==> config.mk <==
export PLATFORM = sky130hd
export DESIGN_NAME = bus_xfer_sequencer_flat
export DESIGN_NICKNAME = d
export VERILOG_FILES = /design/src/rtl/bus_xfer_sequencer_if.sv /design/src/rtl/bus_xfer_sequencer.sv /design/src/flat_wrapper.sv
export SDC_FILE = /design/constraint.sdc
export NUM_CORES = 1
export LEC_CHECK = 0
export ABC_AREA = 1
export CAP_MARGIN = 5
export CELL_PAD_IN_SITES_DETAIL_PLACEMENT = 1
export CELL_PAD_IN_SITES_GLOBAL_PLACEMENT = 1
export CORE_MARGIN = 2
export CORE_UTILIZATION = 32
export CTS_CLUSTER_DIAMETER = 150
export DETAILED_ROUTE_END_ITERATION = 8
export PLACE_DENSITY_LB_ADDON = 0.1
export REMOVE_ABC_BUFFERS = 1
export SYNTH_ARGS = -nofsm -noshare
export SYNTH_HDL_FRONTEND = slang
export SYNTH_SLANG_ARGS = --single-unit
==> constraint.sdc <==
create_clock -name clk -period 1.2 [get_ports clk]
set_input_delay 0.12 -clock clk [delete_from_list [all_inputs] [get_ports clk]]
set_output_delay 0.12 -clock clk [all_outputs]
set_load 0.05 [all_outputs]
==> src/rtl/bus_xfer_sequencer_if.sv <==
// Command handshake and register-pin bundle for the bus transfer sequencer.
// The master side offers commands; the slave side drives the register pins.
interface bus_xfer_sequencer_if #(
    parameter int NUM_REGS = 4,
    parameter int SEL_W    = $clog2(NUM_REGS + 1)
);
    logic                cmd_valid;
    logic                cmd_ready;
    logic                cmd_op;
    logic [SEL_W-1:0]    cmd_src;
    logic [SEL_W-1:0]    cmd_dst;
    logic [NUM_REGS-1:0] oe_n;
    logic [NUM_REGS-1:0] en_n;
    logic [NUM_REGS-1:0] clr_n;
    logic                ext_oe_n;
    logic                bus_busy;
    logic                done;
    logic                err;

    modport master (
        output cmd_valid, cmd_op, cmd_src, cmd_dst,
        input  cmd_ready, oe_n, en_n, clr_n,
        input  ext_oe_n, bus_busy, done, err
    );

    modport slave (
        input  cmd_valid, cmd_op, cmd_src, cmd_dst,
        output cmd_ready, oe_n, en_n, clr_n,
        output ext_oe_n, bus_busy, done, err
    );
endinterface

==> src/rtl/bus_xfer_sequencer.sv <==
// Sequences register moves and clears on a shared 3-state bus.
// Every pin is registered from the next state so enables never glitch.
module bus_xfer_sequencer #(
    parameter int NUM_REGS    = 4,
    parameter int DEAD_CYCLES = 1,
    parameter int SEL_W       = $clog2(NUM_REGS + 1)
) (
    input  logic clk,
    input  logic rst,
    bus_xfer_sequencer_if.slave bus
);
    typedef enum logic [2:0] {
        IDLE, DRIVE, CAPTURE, RELEASE, CLEAR
    } state_t;

    localparam logic [SEL_W-1:0] EXT = SEL_W'(NUM_REGS);
    localparam logic [2:0] CNT_INIT = 3'(DEAD_CYCLES - 1);

    state_t state_q, state_d;
    logic [SEL_W-1:0] src_q, src_d;
    logic [SEL_W-1:0] dst_q, dst_d;
    logic [2:0] cnt_q, cnt_d;

    logic [NUM_REGS-1:0] oe_q, oe_d;
    logic [NUM_REGS-1:0] en_q, en_d;
    logic [NUM_REGS-1:0] clr_q, clr_d;
    logic ext_q, ext_d;
    logic busy_q, busy_d;
    logic done_q, done_d;
    logic err_q, err_d;
    logic ready_q, ready_d;

    logic accept;
    logic bad;

    assign accept = (state_q == IDLE) && bus.cmd_valid;
    assign bad = (bus.cmd_dst >= EXT) ||
                 (!bus.cmd_op &&
                  ((bus.cmd_src > EXT) ||
                   (bus.cmd_src == bus.cmd_dst)));

    always_comb begin
        state_d = state_q;
        src_d   = src_q;
        dst_d   = dst_q;
        cnt_d   = cnt_q;
        err_d   = 1'b0;
        unique case (state_q)
            IDLE: begin
                if (accept) begin
                    if (bad) begin
                        err_d = 1'b1;
                    end else begin
                        src_d   = bus.cmd_src;
                        dst_d   = bus.cmd_dst;
                        state_d = bus.cmd_op ? CLEAR : DRIVE;
                    end
                end
            end
            DRIVE: state_d = CAPTURE;
            CAPTURE: begin
                state_d = RELEASE;
                cnt_d   = CNT_INIT;
            end
            RELEASE: begin
                if (cnt_q == 3'd0) state_d = IDLE;
                else               cnt_d = cnt_q - 3'd1;
            end
            CLEAR: state_d = IDLE;
            default: state_d = IDLE;
        endcase
    end

    // Pin values are derived from where the FSM is going, then registered.
    always_comb begin
        oe_d   = '1;
        en_d   = '1;
        clr_d  = '1;
        ext_d  = 1'b1;
        done_d = 1'b0;
        unique case (state_d)
            DRIVE, CAPTURE: begin
                if (src_d == EXT) ext_d = 1'b0;
                else oe_d = ~(NUM_REGS'(1) << src_d);
                if (state_d == CAPTURE)
                    en_d = ~(NUM_REGS'(1) << dst_d);
            end
            RELEASE: done_d = (cnt_d == 3'd0);
            CLEAR: begin
                clr_d  = ~(NUM_REGS'(1) << dst_d);
                done_d = 1'b1;
            end
            default: ;
        endcase
        busy_d  = ~&oe_d | ~ext_d;
        ready_d = (state_d == IDLE);
    end

    always_ff @(posedge clk) begin
        if (rst) begin
            state_q <= IDLE;
            src_q   <= '0;
            dst_q   <= '0;
            cnt_q   <= '0;
            oe_q    <= '1;
            en_q    <= '1;
            clr_q   <= '1;
            ext_q   <= 1'b1;
            busy_q  <= 1'b0;
            done_q  <= 1'b0;
            err_q   <= 1'b0;
            ready_q <= 1'b1;
        end else begin
            state_q <= state_d;
            src_q   <= src_d;
            dst_q   <= dst_d;
            cnt_q   <= cnt_d;
            oe_q    <= oe_d;
            en_q    <= en_d;
            clr_q   <= clr_d;
            ext_q   <= ext_d;
            busy_q  <= busy_d;
            done_q  <= done_d;
            err_q   <= err_d;
            ready_q <= ready_d;
        end
    end

    assign bus.cmd_ready = ready_q;
    assign bus.oe_n      = oe_q;
    assign bus.en_n      = en_q;
    assign bus.clr_n     = clr_q;
    assign bus.ext_oe_n  = ext_q;
    assign bus.bus_busy  = busy_q;
    assign bus.done      = done_q;
    assign bus.err       = err_q;
endmodule
==> src/flat_wrapper.sv <==
// flat-port wrapper written by rule: the top's interface ports become plain ports
module bus_xfer_sequencer_flat 
#(
    parameter int NUM_REGS    = 4,
    parameter int DEAD_CYCLES = 1,
    parameter int SEL_W       = $clog2(NUM_REGS + 1)
)
  (clk, rst, bus_cmd_valid, bus_cmd_op, bus_cmd_src, bus_cmd_dst, bus_cmd_ready, bus_oe_n, bus_en_n, bus_clr_n, bus_ext_oe_n, bus_bus_busy, bus_done, bus_err);
  bus_xfer_sequencer_if #(.NUM_REGS(NUM_REGS), .SEL_W(SEL_W)) bus_i ();
  input  logic clk;
  input  logic rst;
  input wire logic [$bits(bus_i.cmd_valid)-1:0] bus_cmd_valid;
  input wire logic [$bits(bus_i.cmd_op)-1:0] bus_cmd_op;
  input wire logic [$bits(bus_i.cmd_src)-1:0] bus_cmd_src;
  input wire logic [$bits(bus_i.cmd_dst)-1:0] bus_cmd_dst;
  output wire logic [$bits(bus_i.cmd_ready)-1:0] bus_cmd_ready;
  output wire logic [$bits(bus_i.oe_n)-1:0] bus_oe_n;
  output wire logic [$bits(bus_i.en_n)-1:0] bus_en_n;
  output wire logic [$bits(bus_i.clr_n)-1:0] bus_clr_n;
  output wire logic [$bits(bus_i.ext_oe_n)-1:0] bus_ext_oe_n;
  output wire logic [$bits(bus_i.bus_busy)-1:0] bus_bus_busy;
  output wire logic [$bits(bus_i.done)-1:0] bus_done;
  output wire logic [$bits(bus_i.err)-1:0] bus_err;
  assign bus_i.cmd_valid = bus_cmd_valid;
  assign bus_i.cmd_op = bus_cmd_op;
  assign bus_i.cmd_src = bus_cmd_src;
  assign bus_i.cmd_dst = bus_cmd_dst;
  assign bus_cmd_ready = bus_i.cmd_ready;
  assign bus_oe_n = bus_i.oe_n;
  assign bus_en_n = bus_i.en_n;
  assign bus_clr_n = bus_i.clr_n;
  assign bus_ext_oe_n = bus_i.ext_oe_n;
  assign bus_bus_busy = bus_i.bus_busy;
  assign bus_done = bus_i.done;
  assign bus_err = bus_i.err;
  bus_xfer_sequencer #(.NUM_REGS(NUM_REGS), .DEAD_CYCLES(DEAD_CYCLES), .SEL_W(SEL_W)) u_core (.clk(clk), .rst(rst), .bus(bus_i));
endmodule
==> impl_metrics.env <==
export IMPL_outcome="finished with violations"
export IMPL_violations="setup timing"
export IMPL_crit_path_start_kind="flop"
export IMPL_initial_utilization=0.330
export IMPL_cts_clk_slew_worst_paths_ps=70
export IMPL_finalSetupViolCount=25
export IMPL_reg2reg_depth=10
export IMPL_drtAntennaViolNets=0
export IMPL_period_needed_ps=1420
export IMPL_min_delay_start="bus_cmd_dst[1]"
export IMPL_synth_seq_cells=29
export IMPL_synth_edff_count=0
export IMPL_holdWs_ps=319
export IMPL_yosysMostFrequentCell="dfxtp_1"
export IMPL_power_density_nw_per_um2=1050
export IMPL_num_vias=1179
export IMPL_p_leak_nw=0.984
export IMPL_grt_use_total=0.177
export IMPL_min_path_type="in -> reg"
export IMPL_synth_cell_types=22
export IMPL_cp_arrival_ps=1590
export IMPL_r2r_start="u_core.state_q[1]"
export IMPL_coreArea_sq_um=3630
export IMPL_maxCapViolCount=0
export IMPL_worst_path_max_fanout=7
export IMPL_nets=218
export IMPL_grt_pass1_vias=1231
export IMPL_async_flop_share=0
export IMPL_diodes=0
export IMPL_hold_violations=0
export IMPL_synthesis_area_sq_um=1200
export IMPL_dp_cells=233
export IMPL_drt_pass1_iterations=4
export IMPL_num_rows=22
export IMPL_synth_area_leaders="dfxtp_1 48%, nand2_1 8.1%, inv_1 6.6%, nand4_1 6.3%, nor2_4 4.7%"
export IMPL_max_slew_margin=0.758
export IMPL_stdcell_count=255
export IMPL_cpMostUsedCell="nand2_2"
export IMPL_ir_drop_v=0.000623
export IMPL_cts_root_buffer="clkbuf_8"
export IMPL_h_tree_depth=2
export IMPL_ys_warnings_count=0
export IMPL_hold_path_depth=5
export IMPL_totalPowerFinal_mw=2.35
export IMPL_insertion_delay_ps=280
export IMPL_grt_pass1_wl_mm=5.79
export IMPL_tns_ps=-3750
export IMPL_max_freq_mhz=702
export IMPL_drive_above_1_share=0.594
export IMPL_clock_path_buffers=2
export IMPL_cts_inserted_buffers=5
export IMPL_rsz0062_at_grt="yes"
export IMPL_critPathSlowestCell="dfxtp_2"
export IMPL_critPathMaxStageDelay_ps=330
export IMPL_overflow=0
export IMPL_io_pins=27
export IMPL_synth_top_area_share=0.484
export IMPL_cts_hold_buf=0
export IMPL_place_congestion=0.699
export IMPL_synth_avg_cell_area_sq_um=8.28
export IMPL_place_ws_ps=-541
export IMPL_clock_skew_ps=6.24
export IMPL_crit_path_end_kind="flop"
export IMPL_synth_common_cells="29 x dfxtp_1, 26 x nand2_1, 21 x inv_1, 12 x nand4_1, 10 x nor2_1"
export IMPL_die_h_um=65.2
export IMPL_synth_top_flop_cell="dfxtp_1"
export IMPL_yosysTopAreaCell="dfxtp_1"
export IMPL_port_buffers=26
export IMPL_hpwl_mm=2.37
export IMPL_timing_rr_end="u_core.bus.oe_n[3]"
export IMPL_cts_tree="yes"
export IMPL_remaining_drc_errors=0
export IMPL_crit_chain="inv_2, nand3_4, nor2_4, nand3_4, inv_2, nand2_2, nand2_2, nand2_2, inv_4, nand3_2"
export IMPL_vias_per_cell=4.62
export IMPL_drt_iter0_drc=29
export IMPL_routed_wl_mm=3.74
export IMPL_syn_to_final_growth_pct=86.8
export IMPL_whs_endpoint="u_core.bus.clr_n[3]"
export IMPL_fp_dieArea_sq_um=4260
export IMPL_antenna_found_initial=0
export IMPL_setup_ws_ps=-224
export IMPL_worst_slew_pin_slew_ps=361
export IMPL_finalMaxSlewViolations=0
export IMPL_wl_per_cell_um=14.7
export IMPL_worstSetupPathType="reg -> reg"
export IMPL_clock_sinks=29
export IMPL_synth_cells=145
export IMPL_reg2reg_slack_ps=-220
export IMPL_grt_start_max_net_pins=11
export IMPL_required_ps=1360
export IMPL_seq_area_frac_synth=0.484
export IMPL_finalCritPeriodShare=1.19
export IMPL_die_w_um=65.2
==> cell usage in the layout, fill, tap and decap left out, types with 2 or more instances in the layout <==
master            n
buf_6             3
clkinv_2          2
nand2_2          13
nand4_1          12
a21oi_2           3
inv_1            12
nor2_2            3
clkbuf_8          5
nand3_4           4
nand3_2           5
buf_4            25
dfxtp_2           4
dlygate4sd2_1     4
dfxtp_1          25
nor2_4            5
inv_2            11
clkdlybuf4s50_1   4
o21ai_4           2
buf_12           17
ha_4              2
nand2_4           8
inv_4             5
nand3_1           3
nor2_1            8
nand2_1          12
==> kinds of logic after synthesis <==
logic type	Yosys count	synth area share
simple gates	74	0.347
buf+inv	29	0.0907
flops	29	0.484
compound gates	11	0.0574
fa+ha+maj	2	0.0209
==> routing by layer <==
layer / share of wire / vias to the layer above / global-route usage
li1: - / 583 / -
met1: 0.38 / 574 / 0.194
met2: 0.58 / 20 / 0.339
met3: 0.030 / 2 / 0.0360
met4: 0.0062 / 0 / 0.0547
met5: 0 / - / 0
==> state kept, by name, indices dropped and copies added (netlist names) <==
name / count
u_core.bus.bus_busy: 1
u_core.bus.clr_n: 4
u_core.bus.cmd_ready: 1
u_core.bus.done: 1
u_core.bus.en_n: 4
u_core.bus.err: 1
u_core.bus.ext_oe_n: 1
u_core.bus.oe_n: 4
u_core.cnt_q: 3
u_core.dst_q: 3
u_core.src_q: 3
u_core.state_q: 3
==> critical path: cells and delay by family (launching register included) <==
kind | cells | cell delay, ps
and+or+nand+nor | 7 | 720
buffers and inverters | 3 | 240
DFF | 1 | 330
==> how the worst max path moves through the flow <==
stage                           start                   to  slack (ps)  depth (start not counted)
global placement       bus_cmd_src[1]   u_core.bus.oe_n[2]        -450                         12
global route        u_core.state_q[1]  u_core.bus.bus_busy        -330                          9
detailed placement     bus_cmd_src[1]   u_core.bus.oe_n[3]        -540                         12
CTS                 u_core.state_q[0]  u_core.bus.clr_n[1]        -220                          6
floorplan           u_core.state_q[0]   u_core.bus.oe_n[0]         -80                         10
finish              u_core.state_q[1]   u_core.bus.oe_n[3]        -220                         10
==> layout make-up <==
class | count | area (sq um)
Multi-Input combinational cell | 88 | 742
Clock inverter | 3 | 17.5
Fill cell | 418 | 1390
Sequential cell | 29 | 586
Clock buffer | 5 | 68.8
Inverter | 28 | 118
Tap cell | 48 | 60.1
Timing Repair Buffer | 54 | 649
==> where the power goes <==
group / internal (mW) / switching (mW)
clock: 0.399 / 0.390
sequential: 0.995 / 0.0220
combinational: 0.235 / 0.306
==> per-stage QoR <==
| stage | cell area, sq um | utilization |
|---|---|---|
| 3_5_place_dp | 1800 | 0.495 |
| 4_1_cts | 2030 | 0.558 |
| 3_3_place_gp | 1800 | 0.495 |
| 6_report | 2240 | 0.617 |
| 5_1_grt | 2240 | 0.617 |
| 2_1_floorplan | 1200 | - |
==> repair_timing <==
item                       in CTS  in global routing
cloned                          1                  0
gates resized for setup        35                 41
setup endpoints to repair      29                 29
pin swaps                      14                 17
buffers inserted                6                  8
Note: power is estimated with default switching activity, not from simulation.
